===== config.mk =====
export PLATFORM = sky130hd
export DESIGN_NAME = seq_mul
export DESIGN_NICKNAME = d
export VERILOG_FILES = /design/src/rtl/seq_mul_pkg.sv /design/src/rtl/mul_piso.sv /design/src/rtl/seq_mul.sv
export SDC_FILE = /design/constraint.sdc
export NUM_CORES = 1
export LEC_CHECK = 0
export BUFFER_PORTS_ARGS = -buffer_cell sky130_fd_sc_hd__buf_2
export CAP_MARGIN = 10
export CORE_MARGIN = 2
export CORE_UTILIZATION = 54
export DETAILED_ROUTE_END_ITERATION = 8
export GPL_ROUTABILITY_DRIVEN = 0
export PLACE_DENSITY_LB_ADDON = 0.1
export RECOVER_POWER = 25
export SYNTH_ARGS = -nofsm -noshare
export SYNTH_HDL_FRONTEND = slang
export SYNTH_SLANG_ARGS = --single-unit

===== constraint.sdc =====
create_clock -name clk -period 3.99 [get_ports clk]
set_clock_uncertainty 0.1 [all_clocks]
set_input_delay 0.1995 -clock clk [delete_from_list [all_inputs] [get_ports clk]]
set_output_delay 0.1995 -clock clk [all_outputs]
set_load 0.05 [all_outputs]

===== src/rtl/seq_mul_pkg.sv =====
// Shared definitions for the sequential shift-add multiplier.
package seq_mul_pkg;

    localparam int N_DEFAULT = 4;

    typedef enum logic [1:0] {
        IDLE = 2'd0,
        RUN  = 2'd1,
        DONE = 2'd2
    } state_t;

endpackage


===== src/rtl/mul_piso.sv =====
// Parallel-load, right-shift register; exposes the bit to be consumed next.
module mul_piso #(
    parameter int N = 4
) (
    input  logic         clk,
    input  logic         reset,
    input  logic         load,
    input  logic         shift,
    input  logic [N-1:0] d,
    output logic         q0
);

    logic [N-1:0] sr;

    always_ff @(posedge clk) begin
        if (reset)
            sr <= '0;
        else if (load)
            sr <= d;
        else if (shift)
            sr <= {1'b0, sr[N-1:1]};
    end

    assign q0 = sr[0];

endmodule


===== src/rtl/seq_mul.sv =====
// Sequential N x N multiplier, one multiplier bit per cycle, LSB first.
// Signed mode subtracts the weight of the multiplier's sign bit on the last step.
module seq_mul
    import seq_mul_pkg::*;
#(
    parameter int N = N_DEFAULT
) (
    input  logic           clk,
    input  logic           reset,
    input  logic           start,
    input  logic           sgn,
    input  logic [N-1:0]   a,
    input  logic [N-1:0]   b,
    output logic           busy,
    output logic           done,
    output logic [2*N-1:0] y,
    output logic           ser_bit
);

    localparam int KW = $clog2(N + 1);
    localparam logic [KW-1:0] K_LAST = KW'(N - 1);

    state_t         state;
    logic [2*N-1:0] acc;
    logic [2*N-1:0] bext;
    logic [2*N-1:0] addend;
    logic [2*N-1:0] acc_next;
    logic [KW-1:0]  k;
    logic           sgn_q;
    logic           q0;
    logic           load;
    logic           shift;

    assign load  = (state == IDLE) && start;
    assign shift = (state == RUN);

    mul_piso #(.N(N)) u_piso (
        .clk   (clk),
        .reset (reset),
        .load  (load),
        .shift (shift),
        .d     (a),
        .q0    (q0)
    );

    assign ser_bit = shift & q0;

    always_comb begin
        addend   = bext << k;
        acc_next = acc;
        if (q0)
            acc_next = (sgn_q && (k == K_LAST)) ? acc - addend : acc + addend;
    end

    always_ff @(posedge clk) begin
        if (reset) begin
            state <= IDLE;
            acc   <= '0;
            bext  <= '0;
            k     <= '0;
            sgn_q <= 1'b0;
            y     <= '0;
            busy  <= 1'b0;
            done  <= 1'b0;
        end else begin
            done <= 1'b0;
            case (state)
                IDLE: begin
                    if (start) begin
                        state <= RUN;
                        busy  <= 1'b1;
                        bext  <= sgn ? {{N{b[N-1]}}, b} : {{N{1'b0}}, b};
                        sgn_q <= sgn;
                        acc   <= '0;
                        k     <= '0;
                    end
                end
                RUN: begin
                    acc <= acc_next;
                    k   <= k + 1'b1;
                    // Product is final after the last step, so publish it on entry to DONE.
                    if (k == K_LAST) begin
                        state <= DONE;
                        y     <= acc_next;
                        done  <= 1'b1;
                    end
                end
                DONE: begin
                    state <= IDLE;
                    busy  <= 1'b0;
                end
                default: begin
                    state <= IDLE;
                    busy  <= 1'b0;
                end
            endcase
        end
    end

endmodule

Word-level counts from Yosys, hierarchy flattened
Cells that the tools add are included.
{"block": "op_classes", "add_sub_neg": 3, "mul": 0, "div_mod_pow": 0, "magnitude_cmp": 0, "eq_ne": 4, "shift": 1, "mux": 15, "bitwise": 2, "n_reduce_logical": 11}
{"op": "$mux 8", "n": 4}
{"op": "$pmux 8 s2", "n": 1}
{"op": "$reduce_and 2->1", "n": 5}
{"op": "$add 8x8->8", "n": 1}
{"op": "$mux 4", "n": 2}
{"op": "$shl 8x3->8", "n": 1}
{"op": "$sub 8x8->8", "n": 1}
{"op": "$pmux 3 s2", "n": 1}
{"op": "$mux 2", "n": 2}
{"op": "$pmux 2 s2", "n": 1}
{"op": "$reduce_bool 2->1", "n": 2}
{"op": "$add 3x1->3 const B", "n": 1}
{"op": "$eq 3x2->1 const B", "n": 1}
{"op": "$mux 3", "n": 1}
{"op": "$eq 2x1->1 const B", "n": 1}
{"op": "$logic_and 1x1->1", "n": 2}
{"op": "$logic_not 2->1", "n": 1}
{"op": "$mux 1", "n": 2}
{"op": "$ne 2x1->1 const B", "n": 1}
{"op": "$ne 2x2->1 const B", "n": 1}
{"op": "$pmux 1 s2", "n": 1}
{"op": "$reduce_or 2->1", "n": 1}
{"op": "$and 1x1->1", "n": 1}
{"op": "$not 1->1", "n": 1}
{"block": "word_totals", "regBits": 36, "latchBits": 0, "ram_bits": 0, "mem_bits_ro": 0, "inputBits": 12, "n_memories": 0}

Logic depth before layout (Yosys ltp)
Gate-level depths: netlist (run 1).
{"block": "logic_depth", "ltp_word": 5, "mapped_depth": 14}

Modules after synthesis
A second synthesis (run 1) with hierarchy kept.
{"block": "unflattened", "cells_unflattened": 246, "hier_area_um2": 2030.7}
{"module": "seq_mul", "n_inst": 1, "cells_per_inst": 229, "area_per_inst_um2": 1858.0, "seq_area_each_um2": 580.6}
{"module": "mul_piso", "n_inst": 1, "cells_per_inst": 17, "area_per_inst_um2": 172.7, "seq_area_each_um2": 80.1}

Worst setup path before layout (run 1)
OpenSTA, ideal clock, no wires.
{"block": "synth_timing", "path_type": "reg2reg", "start": "reg k[0]", "end": "reg y[7]", "setup_time_ns": 0.126, "t_arrival_ns": 3.228, "required_ns": 3.764, "path_slack_ns": 0.536, "stages_incl_launch_ff": 13, "path_buffers": 1, "cell_sequence": "dfxtp_1 > buf_6 > or4b_2 > ha_1 > a21oi_1 > ha_1 > nor2b_1 > o21ai_0 > nand3b_1 > a21oi_1 > xnor3_2 > a211oi_1 > nor4_2"}
{"block": "synth_via", "elab_chain_len": 4}
{"element": "from (decl)", "line": "seq_mul.sv:28", "text": "logic [KW-1:0] k;"}
{"element": "from (signal assigned)", "line": "seq_mul.sv:80", "text": "k <= k + 1'b1;"}
{"element": "$shl 8x3->8 or $eq 3x2->1 (tied branches)", "line": "seq_mul.sv:49, seq_mul.sv:52, seq_mul.sv:82"}
{"element": "$add 8x8->8 (tied with other cells)", "line": "seq_mul.sv:52", "text": "acc_next = (sgn_q && (k == K_LAST)) ? acc - addend : acc + addend;"}
{"element": "$mux 8", "line": "seq_mul.sv:52"}
{"element": "$mux 8", "line": "seq_mul.sv:51", "text": "if (q0)"}
{"element": "to (signal assigned)", "line": "seq_mul.sv:84", "text": "y <= acc_next;"}
{"element": "to (decl)", "line": "seq_mul.sv:16", "text": "output logic [2*N-1:0] y,"}
Several ways; a longest one is shown, not always the timed one.
A chain may end at the register's enable or synchronous reset.

Worst setup path in the final report (run 1)
{"block": "layout_timing", "start": "reg k[1]", "end": "reg y[7]"}
The elaborated chain is that of the path after synthesis.

==> results.toml, run 1 <==
[logic_synthesis]
synth_area_um2 = 1980
synthesis.nets = 266
ys_seq_area_share_pct = 33.4
synth_top_area_cell = "dfxtp_1"
synth_top_family_by_area = "simple AND/OR/NAND/NOR gates"
ys_ff_latch = 33
synth_ff_type = "dfxtp_1"
synth_cell_types = 46
synth-compound-area-share_pct = 20.5
avgSynthCellArea_um2 = 8.14
muxShareOfSynthArea_pct = 6.46
synth_edf_count = 0
synthXorXnorAreaFrac_pct = 5.19
synthSimpleGateAreaFrac_pct = 22.8
syn_inst = 243
synth_fa_ha_area_share_pct = 7.34
async_flop_share_pct = 0
netlist.area_leader.share_pct = 33.4
yosys-top-cells-area = "dfxtp_1 33%, nand2_1 6.5%, ha_1 6.3%"
yosysWarnings = 0

[clock_tree]
cts_setup_buffers = 0
clk_latency_ns = 0.35
clkSlewWorstSetupHoldPaths_ns = 0.12
cts_root_buf = "clkbuf_4"
holdBufCountCts = 6
htreeDepth = 2
cts_made_buffers = 5
clock-sinks = 33
cts.repair.resized = 0
cts_tree = "done"
cts.path.max_buffers = 2

[critical_path]
cp.arrival_ns = 3.74
crit_chain = "or4b_2 -> ha_1 -> a21oi_1 -> ha_1 -> nor2b_1 -> o21ai_0 -> nand3b_1 -> a21oi_1 -> xnor3_2 -> a211oi_1 -> nor4_2"
startpoint_type = "flip-flop"
critPathBufInv = 0
crit_path_top_delay_cell = "or4b_2"
worst-path-max-fanout = 15
path_delay_family = "simple AND/OR/NAND/NOR gates"
required_ns = 4.11
max_stage_delay_ns = 0.71
crit_path_end_kind = "flip-flop"
crit_type = "flip-flop to flip-flop"

[routing]
dr.first_iter.drc_count = 75
route.detailed.drc = 0
vias = 1717
drtAntennaViolNets = 0
viasPerCell = 5.50
drtPass1Iterations = 4
drt_wl_total_um = 4110
wire_per_inst_um = 13.2

[layout]
n_antenna_cell = 0
final_nets = 288
drive_above_1_share_pct = 12.8
multi_input_area_um2 = 1230
layout_common_cells = "34 x nand2_1, 33 x dfxtp_1, 30 x nor2_1, 19 x a21oi_1, 12 x buf_2"
area_growth_pct = 12.6
mostFrequentLayoutCell = "nand2_1"
seqCellArea_um2 = 661
fin_util_pct = 65.2
nFillCells = 317

[sta]
period_share_pct = 90.6
maxSlewHeadroom_pct = 53.6
rsz0062_at_grt = "false"
worstMarginPinSlew_ns = 0.696
period_needed_ns = 3.62
drv_slew = 0
max_freq_mhz = 277
hold_viol_final = 0
finalSetupViolations = 0
finalSetupTns_ns = 0

[min_path]
min_path_type = "primary input to flip-flop"

[place]
io_buffers = 22
hpwl_um = 2930

[floorplan]
die_area_um2 = 4160
io_pins = 23
rows = 21
coreArea_um2 = 3420
die_y_um = 64.5
start_util_pct = 57.9
die_width_um = 64.5

[global_route]
antenna_found_initial = 0
grt_max_degree = 35
track_usage_pct = 22.7
overflow = 0
grt_pass1_wl_um = 7340
grt_pass1_vias = 1616

[outcome]
outcome = "finished clean"

[power]
p_per_area_nw_per_um2 = 388
power_leakage_nw = 0.863
ir_worst_vdd_mv = 0.285

[run]
maxCapViolCount = 0
==> stage by stage <==
stage                     setup slack [ns]  hold slack [ns]  instance area [um2]  cells  total power [W]
after floorplan                      0.536            0.235                 1980    243         0.000552
after global placement               0.458            0.340                 2090    298         0.000590
after detailed placement             0.357            0.345                 2090    298         0.000593
after CTS                            0.357          0.00267                 2240    312         0.000867
after global routing                 0.114           0.0153                 2230    312         0.000913
final                                0.374          0.00627                 2230    312         0.000864
==> cell usage after synthesis (all sizes together) (2+ instances only) <==
cell and n:
dfxtp 33, nor2b 6, a211oi 8, nand2 34
mux2i 9, a311oi 4, nand3 4, ha 10
a21o 3, o21ai 10, xnor2 8, o21bai 3
nor2 30, mux2 3, and2 4, nand3b 2
buf 3, a21oi 19, or3 2, a22oi 4
inv 6, nand2b 3, clkbuf 11, and2b 2
a31oi 3, or2 4
==> layout make-up <==
cell class                 count  share of cell area [%]
clock inverter                 2                    1.69
tap                           46                    2.59
multi-input combinational    190                    55.3
inverter                       6                    1.01
timing repair buffer          29                    7.42
sequential                    33                    29.7
clock buffer                   6                    2.30
==> metal layers <==
| metal | up-vias | global-route usage (%) | part of all wire [%] | wire length [um] |
|---|---|---|---|---|
| met5 | - | 0 | 0 | 0 |
| met3 | 5 | 5.38 | 3.1 | 127 |
| met4 | 0 | 9.31 | 1.4 | 59 |
| met2 | 26 | 35.3 | 44 | 1800 |
| li1 | 902 | - | - | - |
| met1 | 784 | 30.4 | 52 | 2130 |
==> worst min-delay path: stages <==
cell      delay (ns)
buf_2           0.09
nand2_1         0.05
a311oi_1        0.08
==> state kept, by name, indices dropped and copies added (netlist names) <==
name	flops
sgn_q	1
k	3
acc	8
busy	1
bext	5
u_piso.sr	4
y	8
done	1
state	2
==> worst paths after layout <==
path,from,endpoint,slack (ns),cells past startpoint
hold reg to reg,y[0],y[0],0.36,2
setup reg to reg,k[1],y[7],0.37,11
hold / removal,a[1],u_piso.sr[1],0.006,3
setup / recovery,k[1],y[7],0.37,11
==> logic make-up after synthesis <==
kind of cell,after synthesis
AND/OR/NAND/NOR,95
AO/OA/AOI/OAI,62
flip-flops,33
buffers and inverters,20
multiplexers,12
adder cells (fa/ha/maj),11
XOR/XNOR,10
==> power breakdown <==
| group | switching, W | leakage [nW] | internal, W |
|---|---|---|---|
| registers | 0.0000182 | 0.268 | 0.000342 |
| clock network | 0.000124 | 0.0445 | 0.000149 |
| logic | 0.000121 | 0.551 | 0.000110 |
| total | 0.000263 | 0.863 | 0.000602 |
No activity file was read; power rests on OpenSTA's default activity.
==> run 2, diff against run 1 <==
CELL_PAD_IN_SITES_DETAIL_PLACEMENT = 1   (was not set)
CELL_PAD_IN_SITES_GLOBAL_PLACEMENT = 1   (was not set)
CORE_UTILIZATION = 43   (was 54)
==> results.toml, run 2 (synthesized netlist as in run 1, its figures left out) <==
[layout]
final_nets = 282
top_regs = "acc: 8 flops, y: 8 flops, bext: 5 flops"
area_growth_pct = 10.0
layout_common_cells = "34 x nand2_1, 33 x dfxtp_1, 30 x nor2_1, 19 x a21oi_1, 12 x buf_2"
nFillCells = 555
drive_above_1_share_pct = 12.7
n_antenna_cell = 0
mostFrequentLayoutCell = "nand2_1"
fin_util_pct = 49.6

[critical_path]
crit_start = "k[1]"
ff2ff_path_depth = 11
startpoint_type = "flip-flop"
crit_type = "flip-flop to flip-flop"
cp.arrival_ns = 3.76
rrSetupSlack_ns = 0.28
worst-path-max-fanout = 15
r2r-end = "y[7]"
crit_path_end_kind = "flip-flop"
reg2reg_from = "k[1]"
required_ns = 4.04
endpoint = "y[7]"

[power]
p_clk_share_pct = 30.9
p_sw_w = 0.000269
switching_share_pct = 31.5
power_leakage_nw = 0.837
p_per_area_nw_per_um2 = 393
combPwrFrac_pct = 27.1
internal_power_w = 0.000586
power.total_w = 0.000855
power_frac_seq_pct = 42.0
ir_worst_vdd_mv = 0.213

[run]
maxCapViolCount = 0

[global_route]
track_usage_pct = 19.9
grt_pass1_vias = 1738
antenna_found_initial = 0
grt_pass1_wl_um = 8020
overflow = 0
grt_max_degree = 35

[clock_tree]
cts_made_buffers = 5
clkSlewWorstSetupHoldPaths_ns = 0.07
clock-sinks = 33
cts_setup_buffers = 0
htreeDepth = 2
cts.repair.resized = 0
cts_root_buf = "clkbuf_8"
clk_latency_ns = 0.28
cts_tree = "done"
holdBufCountCts = 0
cts.path.max_buffers = 2

[outcome]
outcome = "finished clean"

[sta]
finalSetupViolations = 0
maxSlewHeadroom_pct = 52.9
fin_ws_ns = 0.277
rsz0062_at_grt = "false"
drv_slew = 0
worstMarginPinSlew_ns = 0.706
period_needed_ns = 3.71
whs_ns = 0.0565
finalSetupTns_ns = 0
hold_viol_final = 0
period_share_pct = 93.1
max_freq_mhz = 269

[routing]
viasPerCell = 5.55
vias = 1727
drtAntennaViolNets = 0
drt_wl_total_um = 4640
wire_per_inst_um = 14.9
route.detailed.drc = 0
dr.first_iter.drc_count = 66
drtPass1Iterations = 4

[floorplan]
die_area_um2 = 5160
coreArea_um2 = 4380
die_y_um = 71.8
rows = 24
io_pins = 23
start_util_pct = 45.1
die_width_um = 71.8

[place]
hpwl_um = 3460
place_ws_ns = 0.313
io_buffers = 22

[min_path]
hold_path.startpoint = "b[2]"
min_path_type = "primary input to flip-flop"
run 2: changes by cell type in the layout (fill, tap and decap cells not counted), sizes merged:
cell / change
dlygate4sd3: -6
bufinv: -1
run 2: stage by stage:
| step | area, um2 | cells |
|---|---|---|
| 5_1_grt | 2170 | 311 |
| 4_1_cts | 2190 | 311 |
| 3_3_place_gp | 2100 | 304 |
| 2_1_floorplan | 1980 | 243 |
| 6_report | 2170 | 311 |
| 3_5_place_dp | 2100 | 304 |
run 2: worst min path at each step:
stage	to	slack, ns	cells past startpoint
3_3_place_gp	y[0]	0.34	2
5_1_grt	sgn_q	0.06	3
6_report	bext[2]	0.06	3
4_1_cts	bext[2]	0.05	3
2_1_floorplan	sgn_q	0.24	2
3_5_place_dp	y[0]	0.35	2
run 2: area by class of cell:
cell class	instances	area, um2	area share (%)
clock inverter	1	7.51	0.345
tap	52	65.1	2.99
clock buffer	6	82.6	3.80
timing repair buffer	23	105	4.83
multi-input combinational	190	1230	56.6
sequential	33	661	30.4
inverter	6	22.5	1.04
run 2: power groups by stage:
stage / registers, W / clock network, W / logic (W)
3_5_place_dp: 0.000367 / 0 / 0.000233
4_1_cts: 0.000360 / 0.000271 / 0.000234
6_report: 0.000360 / 0.000264 / 0.000231
5_1_grt: 0.000362 / 0.000287 / 0.000261
2_1_floorplan: 0.000362 / 0 / 0.000190
3_3_place_gp: 0.000367 / 0 / 0.000229
run 2: critical path: stages, from the launching register on:
cell	delay (ns)
dfxtp_1	0.46
or4b_2	0.71
ha_1	0.31
a21oi_1	0.24
ha_1	0.28
nor2b_1	0.13
o21ai_0	0.28
nand3b_1	0.11
a21oi_1	0.20
xnor3_2	0.40
a211oi_1	0.29
nor4_2	0.08
run 2: per-layer routing:
metal  vias to the layer above  part of all wire [%]  GRT usage, %
li1                        878                     -             -
met1                       819                    48          24.6
met2                        23                    47          34.3
met3                         7                   2.5          3.80
met4                         0                   1.7          7.55
met5                         -                     0             0
==> run 3, diff against run 2 <==
ABC_AREA = 1   (was not set)
CORE_UTILIZATION = 37   (was 43)
clock period = 3.2 ns   (was 3.99 ns; I/O delays follow)
==> results.toml, run 3 <==
[logic_synthesis]
netlist.area_leader.share_pct = 33.4
synth_area_um2 = 1980
synth_ff_type = "dfxtp_1"
avgSynthCellArea_um2 = 6.73
ys_ff_latch = 33
synth_edf_count = 0
synth_top_area_cell = "dfxtp_1"
synthMostInstantiatedCell = "nand2_1"
yosys-top-cells-area = "dfxtp_1 33%, nand2_1 16%, ha_1 6.3%"
synth_common_cells = "84 x nand2_1, 33 x dfxtp_1, 32 x inv_1"
async_flop_share_pct = 0
yosysWarnings = 0
synthesis.nets = 317
ys_seq_area_share_pct = 33.4
synth_cell_types = 31
syn_inst = 294

[clock_tree]
holdBufCountCts = 0
cts_made_buffers = 5
cts_root_buf = "clkbuf_8"
cts.path.max_buffers = 2
cts_tree = "done"
cts_setup_buffers = 0
htreeDepth = 2
clkSlewWorstSetupHoldPaths_ns = 0.07
clk_latency_ns = 0.28
clock-sinks = 33

[critical_path]
critPathBufInv = 1
crit_chain = "nand2_1 -> nand2_1 -> nand3_1 -> ha_1 -> a21oi_2 -> xnor2_1 -> inv_1 -> ha_4 -> nand2_1 -> nand2_1 -> a21oi_2 -> nor2_1 -> o21ai_0 -> nand2_1 -> xnor2_2 -> o21ai_1 -> nand2_1 -> a21oi_1"
crit_top_cell = "nand2_1"
rrSetupSlack_ns = 0.26
r2r-end = "acc[6]"
worst-path-max-fanout = 10
path_delay_family = "compound AO/OA/AOI/OAI gates"
cp.arrival_ns = 3.04
required_ns = 3.31
reg2reg_from = "k[0]"
crit_path_end_kind = "flip-flop"
crit_path_top_delay_cell = "dfxtp_4"
crit_type = "flip-flop to flip-flop"
startpoint_type = "flip-flop"
ff2ff_path_depth = 18
max_stage_delay_ns = 0.41

[min_path]
min_path_type = "primary input to flip-flop"
min_to = "bext[1]"
hold_path.startpoint = "b[1]"
worstHoldPathCells = 3

[global_route]
track_usage_pct = 18.5
grt_max_degree = 19
overflow = 0
grt_pass1_wl_um = 8920
grt_pass1_vias = 1894
antenna_found_initial = 0

[sta]
maxSlewHeadroom_pct = 54.4
whs_ns = 0.0108
max_freq_mhz = 340
finalSetupViolations = 0
hold_viol_final = 0
worstMarginPinSlew_ns = 0.682
drv_slew = 0
period_share_pct = 91.8
period_needed_ns = 2.94

[routing]
route.detailed.drc = 0
drt_wl_total_um = 4950
drtPass1Iterations = 4
viasPerCell = 4.83
drtAntennaViolNets = 0
vias = 1869
wire_per_inst_um = 12.8
dr.first_iter.drc_count = 37

[floorplan]
die_width_um = 77.1
rows = 26
die_y_um = 77.1
io_pins = 23
coreArea_um2 = 5140
start_util_pct = 38.5
die_area_um2 = 5950

[power]
power_frac_seq_pct = 41.3
p_clk_share_pct = 27.3
ir_worst_vdd_mv = 0.309
p_sw_w = 0.000379
switching_share_pct = 34.8
internal_power_w = 0.000711
p_per_area_nw_per_um2 = 480
combPwrFrac_pct = 31.3
power_leakage_nw = 1.09

[place]
hpwl_um = 3890
io_buffers = 22

[run]
maxCapViolCount = 0

[layout]
top_regs = "acc: 8 flops, y: 8 flops, bext: 5 flops"
layout_common_cells = "83 x nand2_1, 32 x inv_1, 30 x dfxtp_1, 22 x nor2_1, 22 x nand3_1"
fin_util_pct = 44.2
final_nets = 339
n_antenna_cell = 0
mostFrequentLayoutCell = "nand2_1"
drive_above_1_share_pct = 13.9
area_growth_pct = 14.8

[outcome]
outcome = "finished clean"
==> run 3: worst max-delay path by stage <==
| stage | from | end | slack [ns] | depth (start not counted) |
|---|---|---|---|---|
| after floorplan | k[0] | acc[6] | 0.45 | 20 |
| after detailed placement | k[0] | acc[6] | -0.06 | 16 |
| after global placement | k[0] | acc[6] | -0.04 | 16 |
| after CTS | k[0] | acc[6] | 0.04 | 18 |
| final | k[0] | acc[6] | 0.26 | 18 |
| after global routing | k[0] | y[6] | -0.03 | 18 |
==> run 3: per-layer routing <==
| layer | wire length [um] | share of wire, % | global-route usage (%) |
|---|---|---|---|
| met2 | 2180 | 44 | 29.5 |
| met4 | 40 | 0.81 | 4.82 |
| met5 | 0 | 0 | 0 |
| met1 | 2620 | 53 | 25.7 |
| met3 | 107 | 2.2 | 3.18 |
==> run 3: final cells by class <==
class                   count  area [um2]
clock inverters             1        7.51
flip-flops and latches     33         669
clock buffers               7        76.3
repair buffers             25         120
fillers                   701        2870
multi-input cells         214        1170
well taps                  70        87.6
inverters                  37         141
==> run 3: timing repair <==
item,in CTS,in global routing
pin swaps,0,3
setup endpoints to repair,4,7
gates resized for setup,3,12
==> run 3: power by group through the flow <==
stage	combinational, W	clock, W	sequential [W]
floorplan	0.000248	0	0.000454
global placement	0.000315	0	0.000459
detailed placement	0.000319	0	0.000459
CTS	0.000325	0.000310	0.000450
global route	0.000396	0.000331	0.000454
finish	0.000342	0.000298	0.000451
==> run 3: cells by family (layout without fill, tap and decap cells) <==
kind of cell / count (synthesis) / after routing / synth area share, %
compound gates: 59 / 59 / 16.8
xor+xnor: 8 / 8 / 3.54
fa+ha+maj: 11 / 11 / 7.34
buf+inv: 47 / 70 / 9.68
flops: 33 / 33 / 33.4
simple gates: 136 / 136 / 29.2
==> run 3: worst register-to-register path, delay by kind of cell, from the launching register on <==
kind / cells / cell delay, ns
AO/OA/AOI/OAI: 5 / 0.80
AND/OR/NAND/NOR: 8 / 0.69
adder cells (fa/ha/maj): 2 / 0.48
flip-flops: 1 / 0.41
XOR/XNOR: 2 / 0.29
buffers and inverters: 1 / 0.10
==> run 3: metrics by stage <==
step	power (W)	TNS, ns	setup slack [ns]	instance area, um2	cells
after floorplan	0.000703	0	0.452	1980	294
after global placement	0.000774	-0.0583	-0.0387	2150	379
after detailed placement	0.000778	-0.156	-0.0625	2150	379
after CTS	0.00109	0	0.0423	2230	387
after global routing	0.00118	-0.0491	-0.0318	2270	387
final	0.00109	0	0.262	2270	387
